File: config.mk
export PLATFORM = sky130hd
export DESIGN_NAME = mux_l1_arb_flat
export DESIGN_NICKNAME = d
export VERILOG_FILES = /design/src/rtl/mux_l1_arb_if.sv /design/src/rtl/mux_l1_arb.sv /design/src/flat_wrapper.sv
export SDC_FILE = /design/constraint.sdc
export NUM_CORES = 1
export LEC_CHECK = 0
export CAP_MARGIN = 20
export CELL_PAD_IN_SITES_DETAIL_PLACEMENT = 1
export CELL_PAD_IN_SITES_GLOBAL_PLACEMENT = 2
export CORE_MARGIN = 8
export CORE_UTILIZATION = 39
export DETAILED_ROUTE_END_ITERATION = 12
export PLACE_DENSITY_LB_ADDON = 0.1
export SETUP_SLACK_MARGIN = 0.2
export SLEW_MARGIN = 25
export SYNTH_ARGS = -nofsm -noshare
export SYNTH_HDL_FRONTEND = slang
export SYNTH_SLANG_ARGS = --single-unit
File: constraint.sdc
create_clock -name clk -period 2.4 [get_ports clk]
set_clock_uncertainty 0.1 [all_clocks]
set_input_delay 0.24 -clock clk [delete_from_list [all_inputs] [get_ports clk]]
set_output_delay 0.24 -clock clk [all_outputs]
set_load 0.1 [all_outputs]
File: src/rtl/mux_l1_arb_if.sv
// Lane bundle for the layer-1 transmit mux: four input lanes in, two arbitrated output lanes out.
interface mux_l1_arb_if #(parameter int WIDTH = 8);
  logic [WIDTH-1:0] Entrada0, Entrada1, Entrada2, Entrada3;
  logic             validEntrada0, validEntrada1, validEntrada2, validEntrada3;
  logic             full0, full1, full2, full3;
  logic [WIDTH-1:0] Salida0, Salida1;
  logic             validSalida0, validSalida1;
  logic             selector0, selector1;
  logic [3:0]       error_ovf;

  modport master (
    output Entrada0, Entrada1, Entrada2, Entrada3,
    output validEntrada0, validEntrada1, validEntrada2, validEntrada3,
    input  full0, full1, full2, full3,
    input  Salida0, Salida1, validSalida0, validSalida1, selector0, selector1,
    input  error_ovf
  );

  modport slave (
    input  Entrada0, Entrada1, Entrada2, Entrada3,
    input  validEntrada0, validEntrada1, validEntrada2, validEntrada3,
    output full0, full1, full2, full3,
    output Salida0, Salida1, validSalida0, validSalida1, selector0, selector1,
    output error_ovf
  );
endinterface

File: src/rtl/mux_l1_arb.sv
// Layer-1 mux: four lane FIFOs, two round-robin arbiters (lanes 0/1 -> out 0, lanes 2/3 -> out 1).
// Define MUX_L1_OVF_EN to build the sticky per-lane overflow flags on error_ovf.
module mux_l1_arb #(
  parameter int WIDTH = 8,
  parameter int DEPTH = 4
) (
  input  logic         clk,
  input  logic         reset,
  mux_l1_arb_if.slave  bus
);
  localparam int AW = $clog2(DEPTH);
  localparam int CW = AW + 1;

  logic [3:0][WIDTH-1:0] din, head;
  logic [3:0]            vin, push, pop, ne, full;
  logic [1:0][WIDTH-1:0] dout;
  logic [1:0]            vout, sout;

  assign din = {bus.Entrada3, bus.Entrada2, bus.Entrada1, bus.Entrada0};
  assign vin = {bus.validEntrada3, bus.validEntrada2, bus.validEntrada1, bus.validEntrada0};

  genvar n, p;
  for (n = 0; n < 4; n++) begin : g_lane
    logic [WIDTH-1:0] mem [DEPTH];
    logic [AW-1:0]    wptr, rptr;
    logic [CW-1:0]    cnt;

    assign ne[n]   = cnt != '0;
    assign full[n] = cnt == CW'(DEPTH);
    // A full FIFO still accepts a word when it is being drained on the same edge.
    assign push[n] = vin[n] && (!full[n] || pop[n]);
    assign head[n] = mem[rptr];

    always_ff @(posedge clk or negedge reset) begin
      if (!reset) begin
        wptr <= '0;
        rptr <= '0;
        cnt  <= '0;
      end else begin
        if (push[n]) wptr <= wptr + AW'(1);
        if (pop[n])  rptr <= rptr + AW'(1);
        if (push[n] && !pop[n])      cnt <= cnt + CW'(1);
        else if (pop[n] && !push[n]) cnt <= cnt - CW'(1);
      end
    end

    always_ff @(posedge clk) begin
      if (push[n]) mem[wptr] <= din[n];
    end
  end

  for (p = 0; p < 2; p++) begin : g_pair
    logic             sel, any, both, last;
    logic [WIDTH-1:0] dq;
    logic             vq, sq;

    assign both = ne[2*p] && ne[2*p+1];
    assign any  = ne[2*p] || ne[2*p+1];
    // last-served only matters on contention; a lone lane is served without toggling it.
    assign sel  = both ? ~last : ne[2*p+1];
    assign pop[2*p]   = any && !sel;
    assign pop[2*p+1] = any && sel;

    always_ff @(posedge clk or negedge reset) begin
      if (!reset) begin
        dq   <= '0;
        vq   <= 1'b0;
        sq   <= 1'b0;
        last <= 1'b1;
      end else begin
        vq <= any;
        if (any) begin
          dq <= sel ? head[2*p+1] : head[2*p];
          sq <= sel;
        end
        if (both) last <= ~last;
      end
    end

    assign dout[p] = dq;
    assign vout[p] = vq;
    assign sout[p] = sq;
  end

  assign bus.full0 = full[0];
  assign bus.full1 = full[1];
  assign bus.full2 = full[2];
  assign bus.full3 = full[3];
  assign bus.Salida0      = dout[0];
  assign bus.Salida1      = dout[1];
  assign bus.validSalida0 = vout[0];
  assign bus.validSalida1 = vout[1];
  assign bus.selector0    = sout[0];
  assign bus.selector1    = sout[1];

`ifdef MUX_L1_OVF_EN
  logic [3:0] ovf;
  always_ff @(posedge clk or negedge reset) begin
    if (!reset) ovf <= '0;
    else        ovf <= ovf | (vin & ~push);
  end
  assign bus.error_ovf = ovf;
`else
  assign bus.error_ovf = 4'b0000;
`endif
endmodule
File: src/flat_wrapper.sv
// flat-port wrapper written by rule: the top's interface ports become plain ports
module mux_l1_arb_flat 
#(
  parameter int WIDTH = 8,
  parameter int DEPTH = 4
)
  (clk, reset, bus_Entrada0, bus_Entrada1, bus_Entrada2, bus_Entrada3, bus_validEntrada0, bus_validEntrada1, bus_validEntrada2, bus_validEntrada3, bus_full0, bus_full1, bus_full2, bus_full3, bus_Salida0, bus_Salida1, bus_validSalida0, bus_validSalida1, bus_selector0, bus_selector1, bus_error_ovf);
  mux_l1_arb_if #(.WIDTH(WIDTH)) bus_i ();
  input  logic clk;
  input  logic reset;
  input wire logic [$bits(bus_i.Entrada0)-1:0] bus_Entrada0;
  input wire logic [$bits(bus_i.Entrada1)-1:0] bus_Entrada1;
  input wire logic [$bits(bus_i.Entrada2)-1:0] bus_Entrada2;
  input wire logic [$bits(bus_i.Entrada3)-1:0] bus_Entrada3;
  input wire logic [$bits(bus_i.validEntrada0)-1:0] bus_validEntrada0;
  input wire logic [$bits(bus_i.validEntrada1)-1:0] bus_validEntrada1;
  input wire logic [$bits(bus_i.validEntrada2)-1:0] bus_validEntrada2;
  input wire logic [$bits(bus_i.validEntrada3)-1:0] bus_validEntrada3;
  output wire logic [$bits(bus_i.full0)-1:0] bus_full0;
  output wire logic [$bits(bus_i.full1)-1:0] bus_full1;
  output wire logic [$bits(bus_i.full2)-1:0] bus_full2;
  output wire logic [$bits(bus_i.full3)-1:0] bus_full3;
  output wire logic [$bits(bus_i.Salida0)-1:0] bus_Salida0;
  output wire logic [$bits(bus_i.Salida1)-1:0] bus_Salida1;
  output wire logic [$bits(bus_i.validSalida0)-1:0] bus_validSalida0;
  output wire logic [$bits(bus_i.validSalida1)-1:0] bus_validSalida1;
  output wire logic [$bits(bus_i.selector0)-1:0] bus_selector0;
  output wire logic [$bits(bus_i.selector1)-1:0] bus_selector1;
  output wire logic [$bits(bus_i.error_ovf)-1:0] bus_error_ovf;
  assign bus_i.Entrada0 = bus_Entrada0;
  assign bus_i.Entrada1 = bus_Entrada1;
  assign bus_i.Entrada2 = bus_Entrada2;
  assign bus_i.Entrada3 = bus_Entrada3;
  assign bus_i.validEntrada0 = bus_validEntrada0;
  assign bus_i.validEntrada1 = bus_validEntrada1;
  assign bus_i.validEntrada2 = bus_validEntrada2;
  assign bus_i.validEntrada3 = bus_validEntrada3;
  assign bus_full0 = bus_i.full0;
  assign bus_full1 = bus_i.full1;
  assign bus_full2 = bus_i.full2;
  assign bus_full3 = bus_i.full3;
  assign bus_Salida0 = bus_i.Salida0;
  assign bus_Salida1 = bus_i.Salida1;
  assign bus_validSalida0 = bus_i.validSalida0;
  assign bus_validSalida1 = bus_i.validSalida1;
  assign bus_selector0 = bus_i.selector0;
  assign bus_selector1 = bus_i.selector1;
  assign bus_error_ovf = bus_i.error_ovf;
  mux_l1_arb #(.WIDTH(WIDTH), .DEPTH(DEPTH)) u_core (.clk(clk), .reset(reset), .bus(bus_i));
endmodule
==> metrics.cfg <==
[detailed_routing]
routed_via_density=4.93
vias=3993
drc=0
drt_pass1_iterations=4
wl_per_cell_um=20.1
antenna_left=0
wl_mm=16.3
drtIter0Drc=220

[grt]
grt_max_degree=27
antenna_found_initial=0
grt_pass1_vias=4477
grt_pass1_wl_mm=25.6
grt_overflow=0
grtUsageTotal=0.140

[worst_setup_path]
worstSetupStartpointType=flip-flop
path_max_fanout=3
cp.arrival_ns=2.39
required_ns=2.61
cp-end-kind=flip-flop
crit_type=flip-flop to flip-flop

[synthesis]
postSynthCellCount=425
post_synth.cell_area_avg_um2=17.8
synthSimpleGateAreaFrac=0.0465
yosys_register_bits=178
ys_seq_area_frac=0.672
synth_top_area_frac=0.507
synth_xor_area_frac=0.0300
synth_top_cell_by_area=edfxtp_1
synth_cell_type_count=34
muxShareOfSynthArea=0.128
netlist_area_um2=7580
synth-compound-area-share=0.0515
synthAdderAreaFrac=0.0436
ys_warn_count=0
synth_top_family_by_area=multiplexers
yosys-top-cells-area=edfxtp_1 51%, dfrtp_1 16%, mux4_2 9.5%, ha_1 3.3%, a211oi_1 3.2%

[die]
core_area_um2=19300
rows=51
dieArea_um2=24200
die_y_um=155
initial_utilization=0.394
io_pins=66
die_x_um=155

[status]
outcome=finished clean

[clock_tree]
cts_tree=done
clkTransAtPathRegs_ns=0.07
cts_buffer_depth=2
clkSinkCount=178
cts-buffers-inserted=17
worstSkewPairLatency_ns=0.42
cts-root-buf=clkbuf_16
htree_levels=4

[place]
port_buffers=61
pre_cts_slack_ns=0.117
hpwl_mm=11.0
placed_area_um2=8640
gp_congestion=0.744
post-place-cells=757

[layout]
layout_commonest_cell=edfxtp_1
layout_common_cells=128 x edfxtp_1, 67 x buf_4, 40 x dfrtp_1, 36 x clkdlybuf4s50_1
final_core_util=0.491
drive_gt1_frac=0.354
stdcell_count=810
fin_area_um2=9470
regArea_um2=5110
diodes=0
area_growth_pct=24.8
nFillCells=1844
nets=594
multi_input_area_um2=2440

[sta]
whs_ns=0.286
relSlewSlack=0.554
timing.final.crit_share=0.909
finalSetupTns_ns=0
drv_slew=0
worst_pin_slew_ns=0.669
finalSetupViolCount=0
finalHoldViolCount=0
timing.final.crit_period_ns=2.18
setup_slack_ns=0.218
fmax_mhz=458
rsz0062_at_grt=true

[pwr]
pwr-share-seq=0.345
leakage_nw=3.47
p_switching_mw=5.63
totalPowerFinal_mw=14.2
cellInternalPower_mw=8.62
ir_worst_vdd_uv=792
power_density_nw_per_um2=1500
power_frac_comb=0.454
switching_share=0.395
pwr-share-clk=0.201

[worst_hold_path]
hp-class=primary input to async pin

[job]
drv_cap=0

[sequential cells by signal (all words and copies together), names as in the netlist]
| signal | flops |
|---|---|
| u_core.g_lane.cnt | 12 |
| u_core.bus.validSalida0 | 1 |
| u_core.g_lane.wptr | 8 |
| u_core.bus.selector1 | 1 |
| u_core.bus.Salida1 | 8 |
| u_core.g_pair.last | 2 |
| u_core.bus.validSalida1 | 1 |
| u_core.bus.Salida0 | 8 |
| u_core.g_lane.mem | 128 |
| u_core.g_lane.rptr | 8 |
| u_core.bus.selector0 | 1 |
[power by group through the flow]
stage / sequential [mW] / clock, mW / combinational [mW]
6_report: 4.92 / 2.86 / 6.47
3_5_place_dp: 5.07 / 0 / 6.14
4_1_cts: 4.97 / 2.94 / 6.42
2_1_floorplan: 5.91 / 0 / 3.58
3_3_place_gp: 5.03 / 0 / 6.00
5_1_grt: 5.04 / 3.04 / 6.97
[per-layer routing]
metal,wire (um),global-route usage,vias up
li1,-,-,1849
met1,7080,0.170,2068
met2,8430,0.241,63
met3,592,0.0352,13
met4,178,0.0444,0
met5,0,0,-
[synth_stat cells]
master    count
clkbuf_1      6
o21a_1        2
mux2_2        4
inv_1        16
nor3_2        2
buf_6         4
fa_1          4
dfstp_2       2
xor2_1        8
o211ai_1      2
a211oi_1     32
o31ai_2       2
xnor2_1      18
mux4_2       32
nand2_1       4
a31oi_4       4
clkbuf_2      2
or3_4         4
clkinv_1      2
nor3b_2       4
buf_2         4
mux2i_1      16
nor3_1       18
nor2_1        6
mux2_1        4
ha_1         20
and2_1       16
edfxtp_1    128
o21ai_1       1
conb_1        1
o21ai_0       1
buf_4         6
dfrtp_1      48
nand3_1       2
[worst max-delay path, stage by stage (launching register included)]
cell,delay (ns)
dfrtp_2,0.42
o31ai_2,0.29
buf_4,0.19
nand2_1,0.13
ha_4,0.20
inv_2,0.05
fa_2,0.42
mux2_4,0.27
[logic make-up (layout without fill, tap and decap cells)]
| group | Yosys count | after routing |
|---|---|---|
| adder cells (fa/ha/maj) | 24 | 24 |
| multiplexers | 56 | 56 |
| XOR/XNOR | 26 | 26 |
| buffers and inverters | 40 | 157 |
| flip-flops | 178 | 178 |
| AND/OR/NAND/NOR | 56 | 56 |
| AO/OA/AOI/OAI | 44 | 44 |
| other | 1 | 4 |
[path summary, 6_finish.rpt]
path	startpoint	end	slack (ns)	cells after the start
max	u_core.g_lane[0].cnt[0]$_DFFE_PN0P_	u_core.g_lane[1].cnt[1]$_DFFE_PN0P_	0.22	7
min in group clk	bus_Entrada1[1]	u_core.g_lane[1].mem[3][1]$_DFFE_PP_	0.35	1
min reg2reg	u_core.g_lane[0].rptr[0]$_DFFE_PN0P_	u_core.g_lane[0].rptr[0]$_DFFE_PN0P_	0.41	1
max reg2reg	u_core.g_lane[0].cnt[0]$_DFFE_PN0P_	u_core.g_lane[1].cnt[1]$_DFFE_PN0P_	0.22	7
max in group asynchronous	reset	u_core.g_pair[0].last$_DFFE_PN1P_	1.24	3
min	reset	u_core.bus.Salida1[5]$_DFFE_PN0N_	0.29	2
[what timing repair did]
item,CTS,global route
setup buffers,13,7
pin swaps,11,8
resized for setup,6,5
hold buffers,1,0
endpoints found under the setup margin,8,8
endpoints found under the hold margin,24,0
[cell type report]
| class | instances | share of cell area |
|---|---|---|
| sequential | 178 | 0.539 |
| multi-input combinational | 210 | 0.257 |
| timing repair buffer | 107 | 0.0970 |
| clock buffer | 19 | 0.0457 |
| tap | 265 | 0.0350 |
| clock inverter | 13 | 0.0182 |
| inverter | 18 | 0.00714 |
(Power assumes the default switching activity.)
